==> src/rtl/serial_subtractor_pkg.sv <==
// Shared types and helpers for the slice-serial subtractor.
// Holds the FSM state type, step-count math and the 1-bit flsub cell.
package serial_subtractor_pkg;

  typedef enum logic [1:0] {
    IDLE,
    RUN,
    DONE
  } state_e;

  function automatic int steps(input int width, input int slice);
    return width / slice;
  endfunction

  function automatic bit slice_ok(input int width, input int slice);
    return (width >= 1) && (slice >= 1) && ((width % slice) == 0);
  endfunction

  // {borrow_out, diff} of a - b - c
  function automatic logic [1:0] flsub(
    input logic a,
    input logic b,
    input logic c
  );
    logic d;
    logic bo;
    d  = a ^ b ^ c;
    bo = (~a & b) | (~a & c) | (b & c);
    return {bo, d};
  endfunction

endpackage

==> src/rtl/serial_subtractor_sub_slice.sv <==
// Combinational SLICE-bit ripple-borrow subtractor.
// One flsub cell per bit, borrow rippling LSB to MSB.
module sub_slice
  import serial_subtractor_pkg::*;
#(
  parameter int SLICE = 1
) (
  input  logic [SLICE-1:0] a,
  input  logic [SLICE-1:0] b,
  input  logic             c,
  output logic [SLICE-1:0] d,
  output logic             bo
);

  logic [SLICE:0] br;

  assign br[0] = c;

  for (genvar i = 0; i < SLICE; i++) begin : g_cell
    logic [1:0] r;
    assign r       = flsub(a[i], b[i], br[i]);
    assign d[i]    = r[0];
    assign br[i+1] = r[1];
  end

  assign bo = br[SLICE];

endmodule

==> src/rtl/serial_subtractor.sv <==
// Multi-cycle a - b - bin, SLICE bits per clock, LSB slice first.
// Borrow is carried between slices only through borrow_q.
module serial_subtractor
  import serial_subtractor_pkg::*;
#(
  parameter int WIDTH = 8,
  parameter int SLICE = 1
) (
  input  logic             clk,
  input  logic             rst,
  input  logic             start,
  input  logic [WIDTH-1:0] a,
  input  logic [WIDTH-1:0] b,
  input  logic             bin,
  output logic             ready,
  output logic             done,
  output logic [WIDTH-1:0] diff,
  output logic             bout,
  output logic             zero
);

  localparam int STEPS = steps(WIDTH, SLICE);
  localparam int CW    = (STEPS > 1) ? $clog2(STEPS) : 1;
  localparam logic [CW-1:0] LAST = CW'(STEPS - 1);

  if (!slice_ok(WIDTH, SLICE)) begin : g_bad_cfg
    $error("serial_subtractor: SLICE must divide WIDTH");
  end

  state_e           state_q, state_d;
  logic [CW-1:0]    count_q, count_d;
  logic             borrow_q, borrow_d;
  logic [WIDTH-1:0] a_q, a_d;
  logic [WIDTH-1:0] b_q, b_d;
  logic [WIDTH-1:0] work_q, work_d;
  logic [WIDTH-1:0] diff_q, diff_d;
  logic             bout_q, bout_d;
  logic             zero_q, zero_d;

  logic [SLICE-1:0]       d_slice;
  logic                   b_next;
  logic [WIDTH+SLICE-1:0] work_cat;
  logic                   last;

  sub_slice #(
    .SLICE(SLICE)
  ) u_slice (
    .a (a_q[SLICE-1:0]),
    .b (b_q[SLICE-1:0]),
    .c (borrow_q),
    .d (d_slice),
    .bo(b_next)
  );

  assign work_cat = {d_slice, work_q};
  assign last     = (count_q == LAST);

  always_ff @(posedge clk) begin
    if (rst) begin
      state_q  <= IDLE;
      count_q  <= '0;
      borrow_q <= 1'b0;
      a_q      <= '0;
      b_q      <= '0;
      work_q   <= '0;
      diff_q   <= '0;
      bout_q   <= 1'b0;
      zero_q   <= 1'b1;
    end else begin
      state_q  <= state_d;
      count_q  <= count_d;
      borrow_q <= borrow_d;
      a_q      <= a_d;
      b_q      <= b_d;
      work_q   <= work_d;
      diff_q   <= diff_d;
      bout_q   <= bout_d;
      zero_q   <= zero_d;
    end
  end

  always_comb begin
    state_d = state_q;
    unique case (state_q)
      IDLE:    if (start) state_d = RUN;
      RUN:     if (last) state_d = DONE;
      DONE:    state_d = IDLE;
      default: state_d = IDLE;
    endcase
  end

  always_comb begin
    count_d  = count_q;
    borrow_d = borrow_q;
    a_d      = a_q;
    b_d      = b_q;
    work_d   = work_q;
    diff_d   = diff_q;
    bout_d   = bout_q;
    zero_d   = zero_q;
    unique case (state_q)
      IDLE: begin
        if (start) begin
          a_d      = a;
          b_d      = b;
          borrow_d = bin;
          count_d  = '0;
        end
      end
      RUN: begin
        a_d      = a_q >> SLICE;
        b_d      = b_q >> SLICE;
        work_d   = work_cat[WIDTH+SLICE-1:SLICE];
        borrow_d = b_next;
        count_d  = count_q + 1'b1;
        if (last) begin
          diff_d = work_d;
          bout_d = b_next;
          zero_d = (work_d == '0);
        end
      end
      default: ;
    endcase
  end

  always_comb begin
    ready = (state_q == IDLE);
    done  = (state_q == DONE);
    diff  = diff_q;
    bout  = bout_q;
    zero  = zero_q;
  end

endmodule
==> config.mk <==
export PLATFORM = sky130hd
export DESIGN_NAME = serial_subtractor
export DESIGN_NICKNAME = d
export VERILOG_FILES = /design/src/rtl/serial_subtractor_pkg.sv /design/src/rtl/serial_subtractor_sub_slice.sv /design/src/rtl/serial_subtractor.sv
export SDC_FILE = /design/constraint.sdc
export NUM_CORES = 1
export LEC_CHECK = 0
export ABC_AREA = 1
export BUFFER_PORTS_ARGS = -buffer_cell sky130_fd_sc_hd__clkbuf_2
export CELL_PAD_IN_SITES_DETAIL_PLACEMENT = 1
export CELL_PAD_IN_SITES_GLOBAL_PLACEMENT = 2
export CORE_ASPECT_RATIO = 0.8
export CORE_UTILIZATION = 32
export CTS_CLUSTER_SIZE = 16
export DETAILED_ROUTE_END_ITERATION = 10
export HOLD_SLACK_MARGIN = 0.08
export PLACE_DENSITY_LB_ADDON = 0.1
export SLEW_MARGIN = 10
export SYNTH_ARGS = -nofsm -noshare
export SYNTH_HDL_FRONTEND = slang
export SYNTH_SLANG_ARGS = --single-unit
==> constraint.sdc <==
create_clock -name clk -period 2.5 [get_ports clk]
set_clock_uncertainty 0.05 [all_clocks]
set_input_delay 0.125 -clock clk [delete_from_list [all_inputs] [get_ports clk]]
set_output_delay 0.125 -clock clk [all_outputs]
set_load 0.1 [all_outputs]
==> Flow_metrics.wiki <==
{| class="wikitable"
! Metric !! Value
|-
| Post-synthesis cell area || around 0.0018 mm2
|-
| Share of the yosys chip area belonging to registers || roughly 45%
|-
| Area growth from synthesis to layout || 14.01%
|-
| Remaining max-slew budget at the tightest pin || 54.52%
|-
| Cell Count Post-Placement || around 320
|-
| Area of placed instances || about 0.0019 mm2
|-
| Initial antenna violation count || 0
|-
| Final hold violations || 0
|-
| Via count of the first global-routing pass || around 1600
|-
| Wire length of the first global-routing pass || 7.596 mm
|-
| Cell types occupying the most area after synthesis || dfxtp_1 (45%), nand3_1 (11%), nor2_1 (10%)
|-
| Share of the synthesized area in the top cell type || between 40% and 50%
|-
| Number of clock buffers inserted by TritonCTS || 5
|-
| Total inserted antenna cells || 0
|-
| Buffer type at the clock tree root || clkbuf_8
|-
| Power density over cell area || 636.1 mW/mm2
|-
| Maximum number of pins on one net before global-route repair || 30
|-
| Total of flip-flops plus latches after synthesis || 39
|-
| Antenna violation net count after detailed routing || 0
|-
| Final wirelength || between 4 and 5 mm
|-
| Reg-to-reg setup timing slack || ~800 ps
|-
| Critical path endpoint category || output port
|-
| Cts repair resizes || 0
|-
| Number of vias in the routed layout || roughly 1500
|-
| Reported max-cap violation count || 0
|-
| First-iteration detailed-routing DRC count || 39
|-
| NumNets Final || roughly 290
|-
| Top achievable clock speed || roughly 580 MHz
|-
| Clock tree sinks || 39
|-
| Post-route DRC || 0
|-
| Count of buffers from port buffering || 31
|-
| Total routing resource utilization after global routing || about 17%
|-
| Grt total ovfl || 0
|-
| Synthesized netlist cell count || around 240
|-
| Die H || slightly below 70 um
|-
| Final weighted congestion in routability-driven placement || between 0.7 and 0.8
|-
| Leakage power of the design || around 0.97 nW
|-
| Shortest period the worst path allows || around 1700 ps
|-
| Final Max Slew Viols || 0
|-
| Area of the die || slightly below 0.006 mm2
|-
| TritonCTS clock tree || yes
|-
| Setup violation total in the final timing report || 0
|-
| Detailed Place HPWL || ~3.0 mm
|-
| Setup bufs post-CTS || 0
|-
| Total power || 1.269 mW
|-
| Bufs on Longest Clock Path || 2
|-
| Required time at the endpoint of the critical path || roughly 2300 ps
|-
| Via-per-instance ratio || 4.660
|-
| Unique cell type count in the Yosys netlist || 20
|-
| Clock transition at path regs || approximately 80 ps
|-
| Highest-count cells in the layout ignoring fill and taps || nor2_1 (48), nand3_1 (40), dfxtp_1 (39)
|-
| Leading area contributor after synthesis || dfxtp_1
|-
| I/O pin count || 32
|-
| Post-detailed-route wirelength per cell || 13.24 um
|-
| Worst slack on hold paths || between 100 and 150 ps
|-
| Insertion delay of the later-clocked pin in the worst-skew pair || ~290 ps
|-
| Setup Total Neg Slack || 0 ps
|-
| Net Count, Synth || roughly 270
|-
| Setup repair after global routing missed its margin || false
|-
| Yosys synthesis warning count || 0
|-
| Crit path arrival time || 1550 ps
|-
| Starting utilization of the core area || roughly 34%
|-
| Transition time of the tightest slew-check pin || ~680 ps
|-
| Std-Cell Core Area || 0.005122 mm2
|-
| Fraction of final layout cells sized beyond drive strength 1 || about 18%
|-
| Setup CP Type || reg -> out
|-
| Total of hold buffers inserted after clock tree synthesis || 2
|-
| Drt first pass iters || 6
|-
| Syn avg cell area || ~7 um2
|-
| Final cell count without fillers || between 300 and 400
|-
| Die Wd || approximately 85 um
|-
| Fraction of the cycle the final worst path needs || ~69%
|-
| Max rail drop VDD || 241.5 uV
|-
| Most common cell after layout, fill and taps aside || nor2_1
|-
| Worst-path fanout max || 11
|-
| Run status || finished, final reports clean
|-
| H-Tree Depth || 2
|-
| Sort of element at the start of the critical path || register
|-
| Final design instance area without fill || ~0.002 mm2
|-
| Count of standard-cell rows || 23
|-
| Hold Path Class || in -> reg
|}
[through the flow]
step | setup WS, ps | util, %
floorplan | 619.0 | -
global placement | 888.0 | 36.86
detailed placement | 826.9 | 36.86
CTS | 757.1 | 38.96
global route | 650.9 | 38.96
finish | 779.0 | 38.96
[layer usage]
| layer | GRT usage, % | share of wire, % |
|---|---|---|
| met5 | 0 | 0 |
| met4 | 5.720 | 0.93 |
| met3 | 3.619 | 2.5 |
| met2 | 27.44 | 42 |
| met1 | 23.16 | 55 |
[cell families (layout without fill, tap and decap cells)]
family                   count (synthesis)  count (layout)  share of synthesized area, %
adder cells (fa/ha/maj)                  3               3                         2.573
buffers and inverters                   42              69                         12.08
AO/OA/AOI/OAI                           29              29                         8.291
flip-flops                              39              39                         44.60
AND/OR/NAND/NOR                        130             130                         32.45
[path summary, 6_finish.rpt]
| kind | startpoint | endpoint | cells past startpoint |
|---|---|---|---|
| setup / recovery | state_q[0] | ready | 3 |
| hold / removal | a[0] | a_q[0] | 5 |
| setup reg to reg | state_q[0] | zero | 5 |
| hold reg to reg | diff[1] | diff[1] | 2 |
[cells in the mapped netlist]
master	n
nand3_1	40
nand2_1	36
nand2_2	1
nand2_4	2
inv_2	3
inv_1	24
dfxtp_1	39
buf_6	5
ha_1	2
nor2_4	1
clkbuf_1	3
fa_1	1
buf_4	3
o21ai_1	1
o21ai_0	15
and3_1	1
nor2_1	48
buf_2	4
a21oi_1	13
nor2_2	1
[registers in the layout, indices dropped and copies added (netlist names)]
signal and count:
a_q 8, b_q 8, diff 8, work_q 7, count_q 3, state_q 2, borrow_q 1, bout 1
zero 1
[power breakdown]
group | internal, mW | leakage, nW | switching [mW] | total, mW
sequential | 0.651 | 0.319 | 0.0231 | 0.674
combinational | 0.0577 | 0.609 | 0.101 | 0.159
clock | 0.217 | 0.0470 | 0.220 | 0.437
total | 0.925 | 0.975 | 0.344 | 1.27
[final cells by class]
type	count	area [um2]
Timing Repair Buffer	35	190.2
Clock inverter	1	5.005
Sequential cell	39	780.7
Tap cell	62	77.57
Inverter	27	101.3
Clock buffer	6	82.58
Multi-Input combinational cell	162	758.2
Fill cell	668	3127
[critical path, cell delays in order (launching register included)]
cell,delay [ps]
dfxtp_1,430
nor2_1,150
buf_4,200
clkbuf_2,480
Note: power is estimated with default switching activity, not from simulation.
